`src/rtl/cmd_frame_pkg.sv`:
```
// Command frame layout shared by the SPI transmitter and the DMA_SPI receiver.
package cmd_frame_pkg;

    localparam int FRAME_BITS = 408;
    localparam int CNT_W      = 16;
    localparam int BITCNT_W   = 9;

    localparam int TIME_W         = 64;
    localparam int TIME_MSB       = 407;
    localparam int FREQ_W         = 48;
    localparam int FREQ_MSB       = 343;
    localparam int FREQ_STEP_W    = 48;
    localparam int FREQ_STEP_MSB  = 295;
    localparam int FREQ_RATE_W    = 32;
    localparam int FREQ_RATE_MSB  = 247;
    localparam int TIME_START_W   = 64;
    localparam int TIME_START_MSB = 215;
    localparam int N_IMP_W        = 16;
    localparam int N_IMP_MSB      = 151;
    localparam int TYPE_IMP_W     = 8;
    localparam int TYPE_IMP_MSB   = 135;
    localparam int TI_W           = 32;
    localparam int TI_MSB         = 127;
    localparam int TP_W           = 32;
    localparam int TP_MSB         = 95;
    localparam int TBLANK1_W      = 32;
    localparam int TBLANK1_MSB    = 63;
    localparam int TBLANK2_W      = 32;
    localparam int TBLANK2_MSB    = 31;

    typedef struct packed {
        logic [TIME_W-1:0]       tm;
        logic [FREQ_W-1:0]       freq;
        logic [FREQ_STEP_W-1:0]  freq_step;
        logic [FREQ_RATE_W-1:0]  freq_rate;
        logic [TIME_START_W-1:0] time_start;
        logic [N_IMP_W-1:0]      n_impulse;
        logic [TYPE_IMP_W-1:0]   type_impulse;
        logic [TI_W-1:0]         interval_ti;
        logic [TP_W-1:0]         interval_tp;
        logic [TBLANK1_W-1:0]    tblank1;
        logic [TBLANK2_W-1:0]    tblank2;
    } cmd_frame_t;

    typedef enum logic [2:0] {
        ST_IDLE,
        ST_SETUP,
        ST_SHIFT,
        ST_HOLD,
        ST_GAP
    } tx_state_t;

    function automatic logic [FRAME_BITS-1:0] pack_cmd_frame(input cmd_frame_t f);
        logic [FRAME_BITS-1:0] w;
        w = '0;
        w[TIME_MSB       -: TIME_W]       = f.tm;
        w[FREQ_MSB       -: FREQ_W]       = f.freq;
        w[FREQ_STEP_MSB  -: FREQ_STEP_W]  = f.freq_step;
        w[FREQ_RATE_MSB  -: FREQ_RATE_W]  = f.freq_rate;
        w[TIME_START_MSB -: TIME_START_W] = f.time_start;
        w[N_IMP_MSB      -: N_IMP_W]      = f.n_impulse;
        w[TYPE_IMP_MSB   -: TYPE_IMP_W]   = f.type_impulse;
        w[TI_MSB         -: TI_W]         = f.interval_ti;
        w[TP_MSB         -: TP_W]         = f.interval_tp;
        w[TBLANK1_MSB    -: TBLANK1_W]    = f.tblank1;
        w[TBLANK2_MSB    -: TBLANK2_W]    = f.tblank2;
        return w;
    endfunction

endpackage

```
`src/rtl/spi_sclk_gen.sv`:
```
// SCLK generator: CPOL=0 clock with CLK_DIV-cycle half periods and
// strobes flagging the CLK edge on which SCLK will rise or fall.
module spi_sclk_gen
    import cmd_frame_pkg::*;
#(
    parameter int CLK_DIV = 2
) (
    input  logic i_clk,
    input  logic i_rst,
    input  logic i_en,
    input  logic i_clr,
    output logic o_sclk,
    output logic o_rise,
    output logic o_fall
);

    logic [CNT_W-1:0] r_cnt;
    logic             r_sclk;
    logic             w_tick;

    assign w_tick = i_en && (r_cnt == CNT_W'(CLK_DIV - 1));
    assign o_rise = w_tick && !r_sclk;
    assign o_fall = w_tick && r_sclk;
    assign o_sclk = r_sclk;

    // Half-period counter; disabled or cleared forces SCLK low and restarts the low phase.
    always_ff @(posedge i_clk or posedge i_rst) begin
        if (i_rst) begin
            r_cnt  <= '0;
            r_sclk <= 1'b0;
        end else if (!i_en || i_clr) begin
            r_cnt  <= '0;
            r_sclk <= 1'b0;
        end else if (w_tick) begin
            r_cnt  <= '0;
            r_sclk <= ~r_sclk;
        end else begin
            r_cnt  <= r_cnt + 1'b1;
        end
    end

endmodule

```
`src/rtl/spi_cmd_tx.sv`:
```
// SPI master sending one 408-bit command frame, MSB first, CPOL=0,
// data launched on SCLK fall and sampled by the receiver on SCLK rise.
module spi_cmd_tx
    import cmd_frame_pkg::*;
#(
    parameter int CLK_DIV  = 2,
    parameter int CS_SETUP = 2,
    parameter int CS_HOLD  = 2,
    parameter int CS_GAP   = 4
) (
    input  logic        CLK,
    input  logic        RESET,
    input  logic        START,
    input  logic        ABORT,
    input  logic [63:0] TIME,
    input  logic [47:0] FREQ,
    input  logic [47:0] FREQ_STEP,
    input  logic [31:0] FREQ_RATE,
    input  logic [63:0] TIME_START,
    input  logic [15:0] N_impulse,
    input  logic [7:0]  TYPE_impulse,
    input  logic [31:0] Interval_Ti,
    input  logic [31:0] Interval_Tp,
    input  logic [31:0] Tblank1,
    input  logic [31:0] Tblank2,
    output logic        SCLK,
    output logic        MOSI,
    output logic        CS,
    output logic        BUSY,
    output logic        DONE,
    output logic        START_ERR
);

    tx_state_t               r_state, w_state_nxt;
    logic [CNT_W-1:0]        r_cnt, w_cnt_nxt;
    logic [BITCNT_W-1:0]     r_bitcnt, w_bitcnt_nxt;
    logic [FRAME_BITS-1:0]   r_shift, w_shift_nxt;
    logic                    r_cs, w_cs_nxt;
    logic                    r_mosi, w_mosi_nxt;
    logic                    r_busy, w_busy_nxt;
    logic                    r_done, w_done_nxt;
    logic                    r_start_err, w_start_err_nxt;
    logic                    r_aborted, w_aborted_nxt;
    logic                    w_sclk_clr;
    logic                    w_sclk, w_rise, w_fall;
    cmd_frame_t              w_fields;
    logic [FRAME_BITS-1:0]   w_frame;

    assign w_fields = '{tm: TIME, freq: FREQ, freq_step: FREQ_STEP, freq_rate: FREQ_RATE,
                        time_start: TIME_START, n_impulse: N_impulse,
                        type_impulse: TYPE_impulse, interval_ti: Interval_Ti,
                        interval_tp: Interval_Tp, tblank1: Tblank1, tblank2: Tblank2};
    assign w_frame  = pack_cmd_frame(w_fields);

    spi_sclk_gen #(.CLK_DIV(CLK_DIV)) u_sclk (
        .i_clk  (CLK),
        .i_rst  (RESET),
        .i_en   (r_state == ST_SHIFT),
        .i_clr  (w_sclk_clr),
        .o_sclk (w_sclk),
        .o_rise (w_rise),
        .o_fall (w_fall)
    );

    // State, counters, shift register and registered outputs.
    always_ff @(posedge CLK or posedge RESET) begin
        if (RESET) begin
            r_state     <= ST_IDLE;
            r_cnt       <= '0;
            r_bitcnt    <= '0;
            r_shift     <= '0;
            r_cs        <= 1'b1;
            r_mosi      <= 1'b0;
            r_busy      <= 1'b0;
            r_done      <= 1'b0;
            r_start_err <= 1'b0;
            r_aborted   <= 1'b0;
        end else begin
            r_state     <= w_state_nxt;
            r_cnt       <= w_cnt_nxt;
            r_bitcnt    <= w_bitcnt_nxt;
            r_shift     <= w_shift_nxt;
            r_cs        <= w_cs_nxt;
            r_mosi      <= w_mosi_nxt;
            r_busy      <= w_busy_nxt;
            r_done      <= w_done_nxt;
            r_start_err <= w_start_err_nxt;
            r_aborted   <= w_aborted_nxt;
        end
    end

    // Next-state and next-output logic; ABORT overrides the per-state behaviour.
    always_comb begin
        w_state_nxt     = r_state;
        w_cnt_nxt       = r_cnt;
        w_bitcnt_nxt    = r_bitcnt;
        w_shift_nxt     = r_shift;
        w_cs_nxt        = r_cs;
        w_mosi_nxt      = r_mosi;
        w_busy_nxt      = r_busy;
        w_done_nxt      = 1'b0;
        w_start_err_nxt = START && (r_state != ST_IDLE);
        w_aborted_nxt   = r_aborted;
        w_sclk_clr      = 1'b0;

        if (ABORT && (r_state == ST_SETUP || r_state == ST_SHIFT || r_state == ST_HOLD)) begin
            w_state_nxt   = ST_GAP;
            w_cnt_nxt     = '0;
            w_bitcnt_nxt  = '0;
            w_cs_nxt      = 1'b1;
            w_mosi_nxt    = 1'b0;
            w_aborted_nxt = 1'b1;
            w_sclk_clr    = 1'b1;
        end else begin
            case (r_state)
                ST_IDLE: begin
                    if (START) begin
                        w_state_nxt   = ST_SETUP;
                        w_shift_nxt   = w_frame;
                        w_mosi_nxt    = w_frame[FRAME_BITS-1];
                        w_cs_nxt      = 1'b0;
                        w_busy_nxt    = 1'b1;
                        w_cnt_nxt     = '0;
                        w_bitcnt_nxt  = '0;
                        w_aborted_nxt = 1'b0;
                    end
                end
                ST_SETUP: begin
                    if (r_cnt == CNT_W'(CS_SETUP - 1)) begin
                        w_state_nxt = ST_SHIFT;
                        w_cnt_nxt   = '0;
                    end else begin
                        w_cnt_nxt   = r_cnt + 1'b1;
                    end
                end
                ST_SHIFT: begin
                    // Bits are counted on rises so the 408th fall is recognised directly.
                    if (w_fall) begin
                        w_shift_nxt = {r_shift[FRAME_BITS-2:0], 1'b0};
                        if (r_bitcnt == BITCNT_W'(FRAME_BITS)) begin
                            w_state_nxt  = ST_HOLD;
                            w_mosi_nxt   = 1'b0;
                            w_bitcnt_nxt = '0;
                            w_cnt_nxt    = '0;
                        end else begin
                            w_mosi_nxt   = r_shift[FRAME_BITS-2];
                        end
                    end else if (w_rise) begin
                        w_bitcnt_nxt = r_bitcnt + 1'b1;
                    end
                end
                ST_HOLD: begin
                    if (r_cnt == CNT_W'(CS_HOLD - 1)) begin
                        w_state_nxt = ST_GAP;
                        w_cs_nxt    = 1'b1;
                        w_cnt_nxt   = '0;
                    end else begin
                        w_cnt_nxt   = r_cnt + 1'b1;
                    end
                end
                ST_GAP: begin
                    if (r_cnt == CNT_W'(CS_GAP - 1)) begin
                        w_state_nxt   = ST_IDLE;
                        w_cnt_nxt     = '0;
                        w_busy_nxt    = 1'b0;
                        w_done_nxt    = !r_aborted;
                        w_aborted_nxt = 1'b0;
                    end else begin
                        w_cnt_nxt     = r_cnt + 1'b1;
                    end
                end
                default: w_state_nxt = ST_IDLE;
            endcase
        end
    end

    assign SCLK      = w_sclk;
    assign MOSI      = r_mosi;
    assign CS        = r_cs;
    assign BUSY      = r_busy;
    assign DONE      = r_done;
    assign START_ERR = r_start_err;

endmodule

```
`config.mk`:
```
export PLATFORM = sky130hd
export DESIGN_NAME = spi_cmd_tx
export DESIGN_NICKNAME = d
export VERILOG_FILES = /design/src/rtl/cmd_frame_pkg.sv /design/src/rtl/spi_sclk_gen.sv /design/src/rtl/spi_cmd_tx.sv
export SDC_FILE = /design/constraint.sdc
export NUM_CORES = 1
export LEC_CHECK = 0
export CORE_MARGIN = 5
export CORE_UTILIZATION = 56
export DETAILED_ROUTE_END_ITERATION = 7
export PLACE_DENSITY = 0.86
export SKIP_CTS_REPAIR_TIMING = 1
export SLEW_MARGIN = 5
export SYNTH_ARGS = -nofsm -noshare
export SYNTH_HDL_FRONTEND = slang
export SYNTH_SLANG_ARGS = --single-unit
export TNS_END_PERCENT = 1
```
`constraint.sdc`:
```
create_clock -name CLK -period 35.4 [get_ports CLK]
set_clock_uncertainty 0.2 [all_clocks]
set_input_delay 3.54 -clock CLK [delete_from_list [all_inputs] [get_ports CLK]]
set_output_delay 3.54 -clock CLK [all_outputs]
set_load 0.005 [all_outputs]
```
Word-level counts from Yosys, hierarchy flattened
Cells that the tools add are included.
{"block": "classes", "n_addsub": 3, "multipliers": 0, "div_mod_pow": 0, "order_cmp": 0, "n_eq_ne": 19, "shift": 0, "mux": 46, "bitwise": 2, "n_reduce_logical": 29}
{"cell": "$mux W407", "count": 2}
{"cell": "$pmux W407 S2", "count": 1}
{"cell": "$mux W16", "count": 8}
{"cell": "$pmux W16 S4", "count": 1}
{"cell": "$mux W9", "count": 5}
{"cell": "$add A16 B1 Y16 const B", "count": 2}
{"cell": "$eq A16 B1 Y1 const B", "count": 2}
{"cell": "$mux W3", "count": 7}
{"cell": "$pmux W9 S2", "count": 1}
{"cell": "$eq A16 B2 Y1 const B", "count": 1}
{"cell": "$mux W1", "count": 16}
{"cell": "$reduce_and A4 Y1", "count": 4}
{"cell": "$pmux W3 S5", "count": 1}
{"cell": "$ne A3 B3 Y1 const B", "count": 4}
{"cell": "$reduce_bool A3 Y1", "count": 4}
{"cell": "$add A9 B1 Y9 const B", "count": 1}
{"cell": "$eq A9 B9 Y1 const B", "count": 1}
{"cell": "$reduce_and A3 Y1", "count": 3}
{"cell": "$ne A4 B4 Y1 const B", "count": 2}
{"cell": "$pmux W1 S2", "count": 4}
{"cell": "$eq A3 B2 Y1 const B", "count": 2}
{"cell": "$ne A2 B2 Y1 const B", "count": 3}
{"cell": "$ne A3 B1 Y1 const B", "count": 2}
{"cell": "$reduce_and A6 Y1", "count": 1}
{"cell": "other kinds (10)", "count": 21}
{"block": "totals", "register_bits": 458, "latch_bits": 0, "ram_bits": 0, "romBits": 0, "in_bits": 412, "word_cells": 111, "n_memories": 0}

Depth between registers and ports, before layout
Gate-level depths: netlist of the first run.
{"block": "depth", "depth_word": 7, "mapped_depth": 10, "ltp_nobuf": 7}

Modules after synthesis
A second synthesis of the first run with hierarchy kept.
{"block": "hier_totals", "cells_unflattened": 2522, "area_unflattened_um2": 20935.1}
{"module": "spi_cmd_tx", "n_inst": 1, "cells_each": 2433, "area_each_um2": 20060.5}
{"module": "spi_sclk_gen", "n_inst": 1, "cells_each": 89, "area_each_um2": 874.6}

Worst setup path after synthesis of the first run
OpenSTA, ideal clock, no wires.
{"block": "synth_path", "path_type": "in2reg", "from": "in ABORT", "to": "reg r_shift[101]", "setup_time_ns": 0.130, "arrival_time_ns": 4.986, "setup_slack_ns": 30.084, "stages": 7, "path_cell_list": "clkbuf_1 -> nor4b_1 -> a21o_1 -> buf_6 -> buf_2 -> buf_2 -> a31oi_1"}
{"block": "synth_via", "elab_chain_len": 3}
{"element": "start: declaration", "line": "spi_cmd_tx.sv:14", "text": "input logic ABORT,"}
{"element": "$logic_and A1 B1 Y1", "line": "spi_cmd_tx.sv:106", "text": "if (ABORT && (r_state == ST_SETUP || r_state == ST_SHIFT || r_state == ST_HOLD)) begin"}
{"element": "$not A1 Y1 (no line)"}
{"element": "$reduce_and A4 Y1 (no line)"}
{"element": "end signal: assignment", "line": "spi_cmd_tx.sv:82", "text": "r_shift <= w_shift_nxt;"}
{"element": "end: declaration", "line": "spi_cmd_tx.sv:37", "text": "logic [FRAME_BITS-1:0] r_shift, w_shift_nxt;"}
Every way passes these cells.
A chain may end at the register's enable or synchronous reset.

Final worst setup path of the first run
{"block": "layout_path", "from": "in ABORT", "to": "reg r_shift[324]"}
Same word-level chain as after synthesis.

==> flow_metrics.py, run 1 <==
metrics = {
    "timing": {
        "slew_viol_final": 0,
        "fin_ws_ps": 27580,
        "max_freq_mhz": 127.8,
        "slew_headroom_pct": 16.93,
        "min_period_ps": 7824,
        "finalSetupTns_ps": 0,
        "setup_violations": 0,
        "worstMarginPinSlew_ps": 1246,
        "final_hold_viol_count": 0,
        "rsz0062_at_grt": "false",
        "period_share_pct": 22.10,
        "whs_ps": 278.4,
    },
    "clock_network": {
        "clk_pin_slew_worst_paths_ps": 60,
        "cts_buffers": 47,
        "clkSinkCount": 458,
        "clk_latency_ps": 570,
        "cts_tree": "done",
        "htreeDepth": 2,
        "root_buffer": "clkbuf_16",
        "clk_path_buf_depth": 3,
    },
    "routing": {
        "drc": 1,
        "drt.antenna.violating_nets": 0,
        "avgRoutedWirePerCell_um": 17.05,
        "dr.first_iter.drc_count": 1782,
        "dr.pass1.iters": 8,
        "viasPerCell": 5.697,
        "postRouteWirelength_um": 57730,
        "vias": 19285,
    },
    "status": {
        "violations": "DRC",
        "status": "finished, violations left",
    },
    "hold_path": {
        "hold_class": "flip-flop to flip-flop",
    },
    "power": {
        "power.leakage_uw": 0.01110,
        "power_switching_uw": 705.6,
        "p_int_uw": 1304,
        "power_density_nw_per_um2": 75.36,
        "p_comb_share_pct": 30.5,
        "p_sw_share_pct": 35.10,
        "sequentialPowerShare_pct": 45.0,
        "ir_worst_vdd_mv": 0.06635,
        "pwr-share-clk_pct": 24.5,
    },
    "synthesis": {
        "synth-edff-count": 0,
        "synthesis.nets": 2965,
        "ys_async_sr_fraction_pct": 100.0,
        "yosysTopAreaCell": "dfrtp_1",
        "yosysSeqAreaShare_pct": 54.40,
        "syn-cell-area_um2": 21070,
        "ys_top_cells_by_area": "dfrtp_1, nand2_1, a31oi_1",
        "yosysWarnings": 0,
        "ys_ff_latch": 458,
        "synth_top_area_share_pct": 54.28,
        "synth.distinct_cells": 49,
        "syn_area_per_cell_um2": 8.272,
        "syn-instance-count": 2547,
        "ys.flop_type": "dfrtp_1",
    },
    "layout": {
        "post-route-util_pct": 71.31,
        "drive_above_1_share_pct": 3.483,
        "area_growth_pct": 26.58,
        "nets": 3257,
        "multiInputGateArea_um2": 8591,
        "regArea_um2": 11460,
        "n_fill_cell": 2711,
    },
    "die": {
        "die_x_um": 204.0,
        "core_um2": 37400,
        "rows": 71,
        "initial_core_util_pct": 56.33,
        "die_area_um2": 41600,
        "num_io_pins": 418,
        "dieHeight_um": 204.0,
    },
    "worst_setup_path": {
        "arrival_ps": 8110,
        "crit_type": "input port to flip-flop",
        "worst_setup_path_start_kind": "input port",
        "critical_path.cell_chain": "clkdlybuf4s50_1, nor4b_1, a21o_4, buf_12, buf_4, nor2_1, a31oi_1",
        "cpPeakStageDelay_ps": 960,
        "worst_setup_path_end_kind": "flip-flop",
        "crit_fanout": 268,
        "critical_path.slowest_cell": "a21o_4",
        "critical_path_required_ps": 35690,
    },
    "placed_design": {
        "post-place-ws_ps": 27140,
        "hpwl_um": 38390,
        "io_buffer_count": 417,
        "place.gp.congestion": 0.8722,
    },
    "job": {
        "maxCapViolCount": 0,
    },
    "global_routing": {
        "antenna_found_initial": 3,
        "grt_max_degree": 300,
        "track_usage_pct": 26.91,
        "grt-ovfl-total": 0,
        "grt_first_pass_wirelength_um": 92980,
        "grt_pass1_vias": 18824,
    },
}
[worst max-delay path: cells and delay by family]
kind | cells | cell delay (ps)
AOI/OAI and AO/OA | 2 | 1170
and+or+nand+nor | 2 | 890
buffers and inverters | 3 | 2210
[per-stage QoR]
| stage | area [µm²] | instances | power, µW |
|---|---|---|---|
| after global placement | 25140 | 3301 | 1464 |
| after detailed placement | 25140 | 3301 | 1514 |
| after CTS | 26660 | 3382 | 2015 |
| after floorplan | 21070 | 2547 | 1354 |
| final | 26670 | 3385 | 2010 |
| after global routing | 26670 | 3384 | 2145 |
[sequential cells by signal (all words and copies together) (netlist names)]
| name | flops |
|---|---|
| r_shift | 407 |
| r_state | 3 |
| u_sclk.r_cnt | 16 |
| BUSY | 1 |
| r_bitcnt | 9 |
| MOSI | 1 |
| START_ERR | 1 |
| DONE | 1 |
| u_sclk.o_sclk | 1 |
| CS | 1 |
| r_aborted | 1 |
| r_cnt | 16 |
[cells in the final DEF (no fill, tap or decap), types with 4 or more instances in the layout]
| cell type | instances |
|---|---|
| ha_1 | 6 |
| and3_1 | 4 |
| nand4_1 | 5 |
| inv_1 | 30 |
| or3_1 | 7 |
| or4_1 | 5 |
| o221ai_1 | 6 |
| clkbuf_8 | 7 |
| o211ai_1 | 4 |
| xor2_1 | 4 |
| buf_4 | 15 |
| clkdlybuf4s50_1 | 417 |
| clkinv_2 | 6 |
| nand2_1 | 841 |
| o21ai_0 | 33 |
| xnor2_1 | 9 |
| a31oi_1 | 408 |
| nand3_1 | 16 |
| clkbuf_1 | 12 |
| clkbuf_16 | 49 |
| nor3_1 | 18 |
| dfrtp_1 | 457 |
| a21oi_1 | 9 |
| o22ai_1 | 8 |
| nor2_1 | 439 |
[final timing paths]
| check | from | to | slack, ps | cells past startpoint |
|---|---|---|---|---|
| setup / recovery | ABORT | r_shift[324] | 27580 | 7 |
| hold / removal | r_aborted | DONE | 280 | 1 |
| setup reg to reg | u_sclk.r_cnt[1] | r_shift[324] | 30270 | 9 |
| hold reg to reg | r_aborted | DONE | 280 | 1 |
| max in group asynchronous | RESET | r_shift[360] | 28610 | 5 |
| min in group asynchronous | RESET | r_shift[245] | 3270 | 2 |
[layout make-up]
cell class	instances	share of cell area, %
Antenna cell	3	0.02815
Clock buffer	68	5.128
Clock inverter	13	0.5677
Inverter	31	0.4645
Multi-Input combinational cell	1867	32.21
Sequential cell	458	42.98
Tap cell	511	2.397
Timing Repair Buffer	434	16.22
[kinds of logic after synthesis]
group / share of synthesized area [%]
flip-flops: 54.40
AO/OA/AOI/OAI: 14.28
buffers and inverters: 4.917
multiplexers: 0.1485
XOR/XNOR: 0.5404
AND/OR/NAND/NOR: 25.35
adder cells (fa/ha/maj): 0.3563
[power by group through the flow]
stage | Combinational, µW | Sequential (µW) | Clock (µW)
final | 614 | 903 | 493
after global routing | 696 | 929 | 521
after CTS | 615 | 900 | 500
after detailed placement | 610 | 904 | 0
after global placement | 574 | 890 | 0
after floorplan | 491 | 863 | 0
[cell usage after synthesis, types with 3 or more instances]
master / instances
xnor2_1: 9
nand2_1: 842
inv_1: 31
o311ai_0: 3
and3_1: 4
and2_1: 3
a31oi_1: 408
clkbuf_1: 98
o22ai_1: 8
or2_2: 3
a21o_1: 3
buf_6: 10
or4_1: 5
o211ai_1: 4
o21ai_0: 33
nand4_1: 5
nor3_1: 18
nor4_1: 3
nand3_1: 16
xor2_1: 4
ha_1: 6
or3_1: 7
o221ai_1: 6
buf_2: 72
buf_4: 10
nor2_1: 439
a21oi_1: 9
dfrtp_1: 457
[layer usage]
metal	GRT usage, %	vias to the layer above	share of wire, %
met5	0	-	0.012
met4	9.763	2	3.8
met3	5.427	140	7.9
met2	43.78	846	48
met1	36.32	9175	40
li1	-	9122	-
No activity file was read; power rests on OpenSTA's default activity.
==> inputs of run 2 (changes only) <==
--- a/config.mk
+++ b/config.mk
@@ -6,9 +6,9 @@
 export NUM_CORES = 1
 export LEC_CHECK = 0
 export CORE_MARGIN = 5
-export CORE_UTILIZATION = 56
+export CORE_UTILIZATION = 52
 export DETAILED_ROUTE_END_ITERATION = 7
-export PLACE_DENSITY = 0.86
+export PLACE_DENSITY = 0.8
 export SKIP_CTS_REPAIR_TIMING = 1
 export SLEW_MARGIN = 5
 export SYNTH_ARGS = -nofsm -noshare
==> constraint.sdc (replaced) <==
create_clock -name CLK -period 8.1 [get_ports CLK]
set_clock_uncertainty 0.2 [all_clocks]
set_input_delay 0.81 -clock CLK [delete_from_list [all_inputs] [get_ports CLK]]
set_output_delay 0.81 -clock CLK [all_outputs]
set_load 0.005 [all_outputs]
==> run 2 against run 1 <==
Effect of this change:
- utilization shrank 4.2 points
- critical endpoint is now r_shift[298]
- routed wire length fell by 1.5%
- cell count rose by 0.59%
- the run now ends clean
- highest routed layer unchanged
==> flow_metrics.py, run 2 (synthesis results as in run 1) <==
metrics = {
    "global_routing": {
        "grt_pass1_vias": 18281,
        "grt-ovfl-total": 0,
        "grt_max_degree": 274,
        "antenna_found_initial": 7,
        "grt_first_pass_wirelength_um": 91760,
        "track_usage_pct": 24.67,
    },
    "layout": {
        "nets": 3259,
        "final_cell_area_um2": 26790,
        "layout_commonest_cell": "nand2_1",
        "regMostFlops": "r_shift",
        "n_fill_cell": 3125,
        "final_cell_mix": "nand2_1, dfrtp_1, nor2_1",
        "drive_above_1_share_pct": 3.617,
        "top_regs": "r_shift (407), r_cnt (16), u_sclk.r_cnt (16)",
        "largest_register_ffs": 407,
        "area_growth_pct": 27.17,
        "stdcell_count": 3405,
    },
    "worst_setup_path": {
        "worst_setup_path_end_kind": "flip-flop",
        "cpPeakStageDelay_ps": 780,
        "critical_path_required_ps": 8380,
        "critPathBufInv": 2,
        "crit_fanout": 273,
        "worst_setup_path_start_kind": "flip-flop",
        "critPathTopFamily": "simple AND/OR/NAND/NOR gates",
        "arrival_ps": 4310,
        "critical_path.slowest_cell": "a21o_4",
        "crit_type": "flip-flop to flip-flop",
        "critical_path.cell_chain": "inv_1, ha_1, or4b_1, nor4_4, a21o_4, buf_12, nor2_1, a31oi_1",
    },
    "routing": {
        "vias": 18992,
        "dr.max_layer_used": "met5",
        "dr.first_iter.drc_count": 2124,
        "avgRoutedWirePerCell_um": 16.70,
        "drt.antenna.violating_nets": 0,
        "drc": 0,
        "met2_length_um": 26800,
        "dr.pass1.iters": 6,
        "viasPerCell": 5.578,
        "dr_wl_met3_um": 4429,
        "postRouteWirelength_um": 56870,
        "m1WireLength_um": 23900,
    },
    "timing": {
        "max_freq_mhz": 248.5,
        "setup_violations": 0,
        "rsz0062_at_grt": "false",
        "finalSetupTns_ps": 0,
        "slew_headroom_pct": 21.92,
        "final_hold_viol_count": 0,
        "worstMarginPinSlew_ps": 1171,
        "whs_ps": 283.4,
        "period_share_pct": 49.68,
        "slew_viol_final": 0,
        "min_period_ps": 4024,
    },
    "status": {
        "status": "completed",
    },
    "clock_network": {
        "clk_pin_slew_worst_paths_ps": 60,
        "cts_tree": "done",
        "clk_latency_ps": 580,
        "clk_path_buf_depth": 3,
        "cts_buffers": 48,
        "clkSinkCount": 458,
        "root_buffer": "clkbuf_16",
        "htreeDepth": 2,
    },
    "power": {
        "power_density_nw_per_um2": 328.3,
        "power_uw": 8796,
        "power.leakage_uw": 0.01115,
        "ir_worst_vdd_mv": 0.2113,
    },
    "die": {
        "dieHeight_um": 211.3,
        "die_area_um2": 44640,
        "core_um2": 39910,
        "die_x_um": 211.3,
        "initial_core_util_pct": 52.79,
        "num_io_pins": 418,
        "rows": 73,
    },
    "placed_design": {
        "dpl_cell_area_um2": 25210,
        "hpwl_um": 37330,
        "place.gp.congestion": 0.8732,
        "io_buffer_count": 417,
        "dp.cells": 3316,
    },
    "job": {
        "maxCapViolCount": 0,
    },
    "hold_path": {
        "hold_class": "flip-flop to flip-flop",
    },
}
-- run 2: final cells by class --
| class | count | area (µm²) | share of cell area (%) |
|---|---|---|---|
| clock inverters | 12 | 145.1 | 0.5417 |
| clock buffers | 72 | 1423 | 5.309 |
| well taps | 525 | 656.9 | 2.452 |
| flip-flops and latches | 458 | 11460 | 42.78 |
| inverters | 31 | 120.1 | 0.4483 |
| diodes | 5 | 12.51 | 0.04670 |
| repair buffers | 435 | 4384 | 16.36 |
| multi-input cells | 1867 | 8591 | 32.06 |
-- run 2: through the flow --
stage | util (%) | setup slack [ps]
global route | 67.11 | 3790
detailed placement | 63.17 | 3685
CTS | 67.10 | 4129
finish | 67.13 | 4076
global placement | 63.17 | 3817
floorplan | - | 893.8
-- run 2: worst paths after layout --
check,start,slack [ps],endpoint,cells after the start
worst max-delay path,u_sclk.r_cnt[1],4080,r_shift[298],8
worst min-delay path,r_aborted,280,DONE,1
worst min register to register,r_aborted,280,DONE,1
max in group asynchronous,RESET,5470,r_shift[306],4
worst max register to register,u_sclk.r_cnt[1],4080,r_shift[298],8
min in group asynchronous,RESET,410,r_shift[186],2
-- run 2: where the power goes --
group	switching, µW	total [µW]	internal, µW	leakage (µW)
Combinational	1550	2660	1100	0.00520
Sequential	592	3930	3340	0.00517
Clock	907	2210	1300	0.000772
-- run 2: metal layers --
layer,vias to the layer above,global-route usage (%)
met5,-,0
met4,10,8.041
met3,111,5.365
met2,648,39.59
met1,9111,33.81
li1,9112,-
-- run 2: worst reg2reg max path, cell delays in order (launching register included) --
cell and delay [ps]:
dfrtp_1 420, inv_1 80, ha_1 130, or4b_1 530
nor4_4 480, a21o_4 790, buf_12 780, nor2_1 320
a31oi_1 200
==> inputs of run 3 (changes only) <==
--- a/config.mk
+++ b/config.mk
@@ -6,9 +6,9 @@
 export NUM_CORES = 1
 export LEC_CHECK = 0
 export CORE_MARGIN = 5
-export CORE_UTILIZATION = 52
+export CORE_UTILIZATION = 47
 export DETAILED_ROUTE_END_ITERATION = 7
-export PLACE_DENSITY = 0.8
+export PLACE_DENSITY = 0.77
 export SKIP_CTS_REPAIR_TIMING = 1
 export SLEW_MARGIN = 5
 export SYNTH_ARGS = -nofsm -noshare
==> constraint.sdc (replaced) <==
create_clock -name CLK -period 3.4 [get_ports CLK]
set_clock_uncertainty 0.2 [all_clocks]
set_input_delay 0.34 -clock CLK [delete_from_list [all_inputs] [get_ports CLK]]
set_output_delay 0.34 -clock CLK [all_outputs]
set_load 0.005 [all_outputs]
==> run 3 against run 2 <==
Effect of this change:
- die area increased by 10%
- setup slack got worse by 3700 ps
- largest cell class unchanged
- design area increased by 2.1%
- critical path type unchanged
- first-iteration DRC count increased by 8.5%
- utilization decreased by 5.4 points
- sequential cell count unchanged
==> flow_metrics.py, run 3 (synthesis results as in run 1) <==
metrics = {
    "global_routing": {
        "track_usage_pct": 22.75,
        "grt_pass1_vias": 18976,
        "grt-ovfl-total": 0,
        "grt_max_degree": 150,
        "grt_first_pass_wirelength_um": 94770,
        "antenna_found_initial": 2,
    },
    "clock_network": {
        "clkSinkCount": 458,
        "root_buffer": "clkbuf_16",
        "cts_tree": "done",
        "cts_buffers": 48,
        "clk_pin_slew_worst_paths_ps": 60,
        "clk_latency_ps": 570,
        "htreeDepth": 2,
        "clk_path_buf_depth": 3,
    },
    "worst_setup_path": {
        "rrSetupSlack_ps": 420,
        "reg2reg_from": "u_sclk.r_cnt[1]",
        "crit_top_cell": "buf_12",
        "critPathBufInv": 3,
        "critical_path.slowest_cell": "or4b_1",
        "critical_path.cell_chain": "inv_1, ha_1, or4b_1, nor4_4, a21o_4, buf_12, buf_12, nor2_1, a31oi_1",
        "r2r-end": "r_shift[136]",
        "cpPeakStageDelay_ps": 510,
        "crit_fanout": 72,
        "critical_path_required_ps": 3660,
        "crit_type": "flip-flop to flip-flop",
        "critPathTopFamily": "simple AND/OR/NAND/NOR gates",
        "r2r_cells": 9,
        "worst_setup_path_end_kind": "flip-flop",
        "arrival_ps": 3240,
        "worst_setup_path_start_kind": "flip-flop",
    },
    "timing": {
        "slew_headroom_pct": 28.17,
        "worstMarginPinSlew_ps": 1069,
        "whs_ps": 77.76,
        "period_share_pct": 87.55,
        "slew_viol_final": 0,
        "setup_violations": 0,
        "final_hold_viol_count": 0,
        "fin_ws_ps": 423.3,
        "min_period_ps": 2977,
        "max_freq_mhz": 335.9,
        "rsz0062_at_grt": "false",
    },
    "layout": {
        "regMostFlops": "r_shift",
        "stdcell_count": 3509,
        "post-route-util_pct": 61.72,
        "nets": 3299,
        "final_cell_mix": "nand2_1, dfrtp_1, nor2_1",
        "top_regs": "r_shift (407), r_cnt (16), u_sclk.r_cnt (16)",
        "drive_above_1_share_pct": 4.801,
        "largest_register_ffs": 407,
        "layout_commonest_cell": "nand2_1",
        "area_growth_pct": 29.83,
    },
    "placed_design": {
        "hpwl_um": 39920,
        "io_buffer_count": 417,
        "post-place-ws_ps": 441.0,
        "place.gp.congestion": 0.8628,
        "dp.cells": 3423,
    },
    "routing": {
        "postRouteWirelength_um": 57210,
        "drt.antenna.violating_nets": 0,
        "dr.pass1.iters": 5,
        "dr.first_iter.drc_count": 2304,
        "viasPerCell": 5.463,
        "vias": 19170,
        "drc": 0,
        "avgRoutedWirePerCell_um": 16.30,
    },
    "job": {
        "maxCapViolCount": 0,
    },
    "die": {
        "dieHeight_um": 221.7,
        "die_area_um2": 49160,
        "rows": 77,
        "num_io_pins": 418,
        "die_x_um": 221.7,
        "core_um2": 44320,
        "initial_core_util_pct": 47.54,
    },
    "power": {
        "ir_worst_vdd_mv": 0.4171,
        "power.leakage_uw": 0.01139,
        "power_density_nw_per_um2": 775.9,
        "power_uw": 21230,
    },
    "hold_path": {
        "hold_class": "input port to asynchronous set/reset pin",
    },
    "status": {
        "status": "completed",
    },
}
## run 3: how the worst max path moves through the flow
stage / startpoint / to / slack [ps] / cells past startpoint
after floorplan: RESET / BUSY / -3340 / 1
after global placement: u_sclk.r_cnt[1] / r_shift[102] / 560 / 9
after detailed placement: u_sclk.r_cnt[1] / r_shift[373] / 440 / 9
after CTS: u_sclk.r_cnt[1] / r_shift[136] / 420 / 9
after global routing: u_sclk.r_cnt[1] / r_shift[136] / 230 / 9
final: u_sclk.r_cnt[1] / r_shift[136] / 420 / 9
## run 3: worst min-delay path: cells and delay by family
family / cells / cell delay (ps)
buffers and inverters: 3 / 840
## run 3: area by class of cell
cell class	count	area, µm²
Antenna cell	1	2.502
Clock buffer	76	1439
Clock inverter	9	88.84
Fill cell	3661	16960
Inverter	31	120.1
Multi-Input combinational cell	1867	8591
Sequential cell	458	11460
Tap cell	592	740.7
Timing Repair Buffer	475	4910
## run 3: layer usage
metal  wire length (µm)  share of wire, %  GRT usage [%]  up-vias
met5                  7             0.012              0        -
met4               1715               3.0          7.616        2
met3               3839               6.7          4.197      113
met2              26810                47          36.46      713
met1              24830                43          31.56     9134
li1                   -                 -              -     9208
## run 3: power breakdown
part,total [µW],switching (µW),internal (µW)
Clock,5140,2160,2970
Sequential,9350,1400,7950
Combinational,6740,3820,2920
## run 3: through the flow
| step | instance area [µm²] | setup TNS [ps] |
|---|---|---|
| final | 27350 | 0 |
| after global routing | 27350 | 0 |
| after CTS | 27350 | 0 |
| after detailed placement | 25820 | 0 |
| after global placement | 25820 | 0 |
| after floorplan | 21070 | -1526260 |
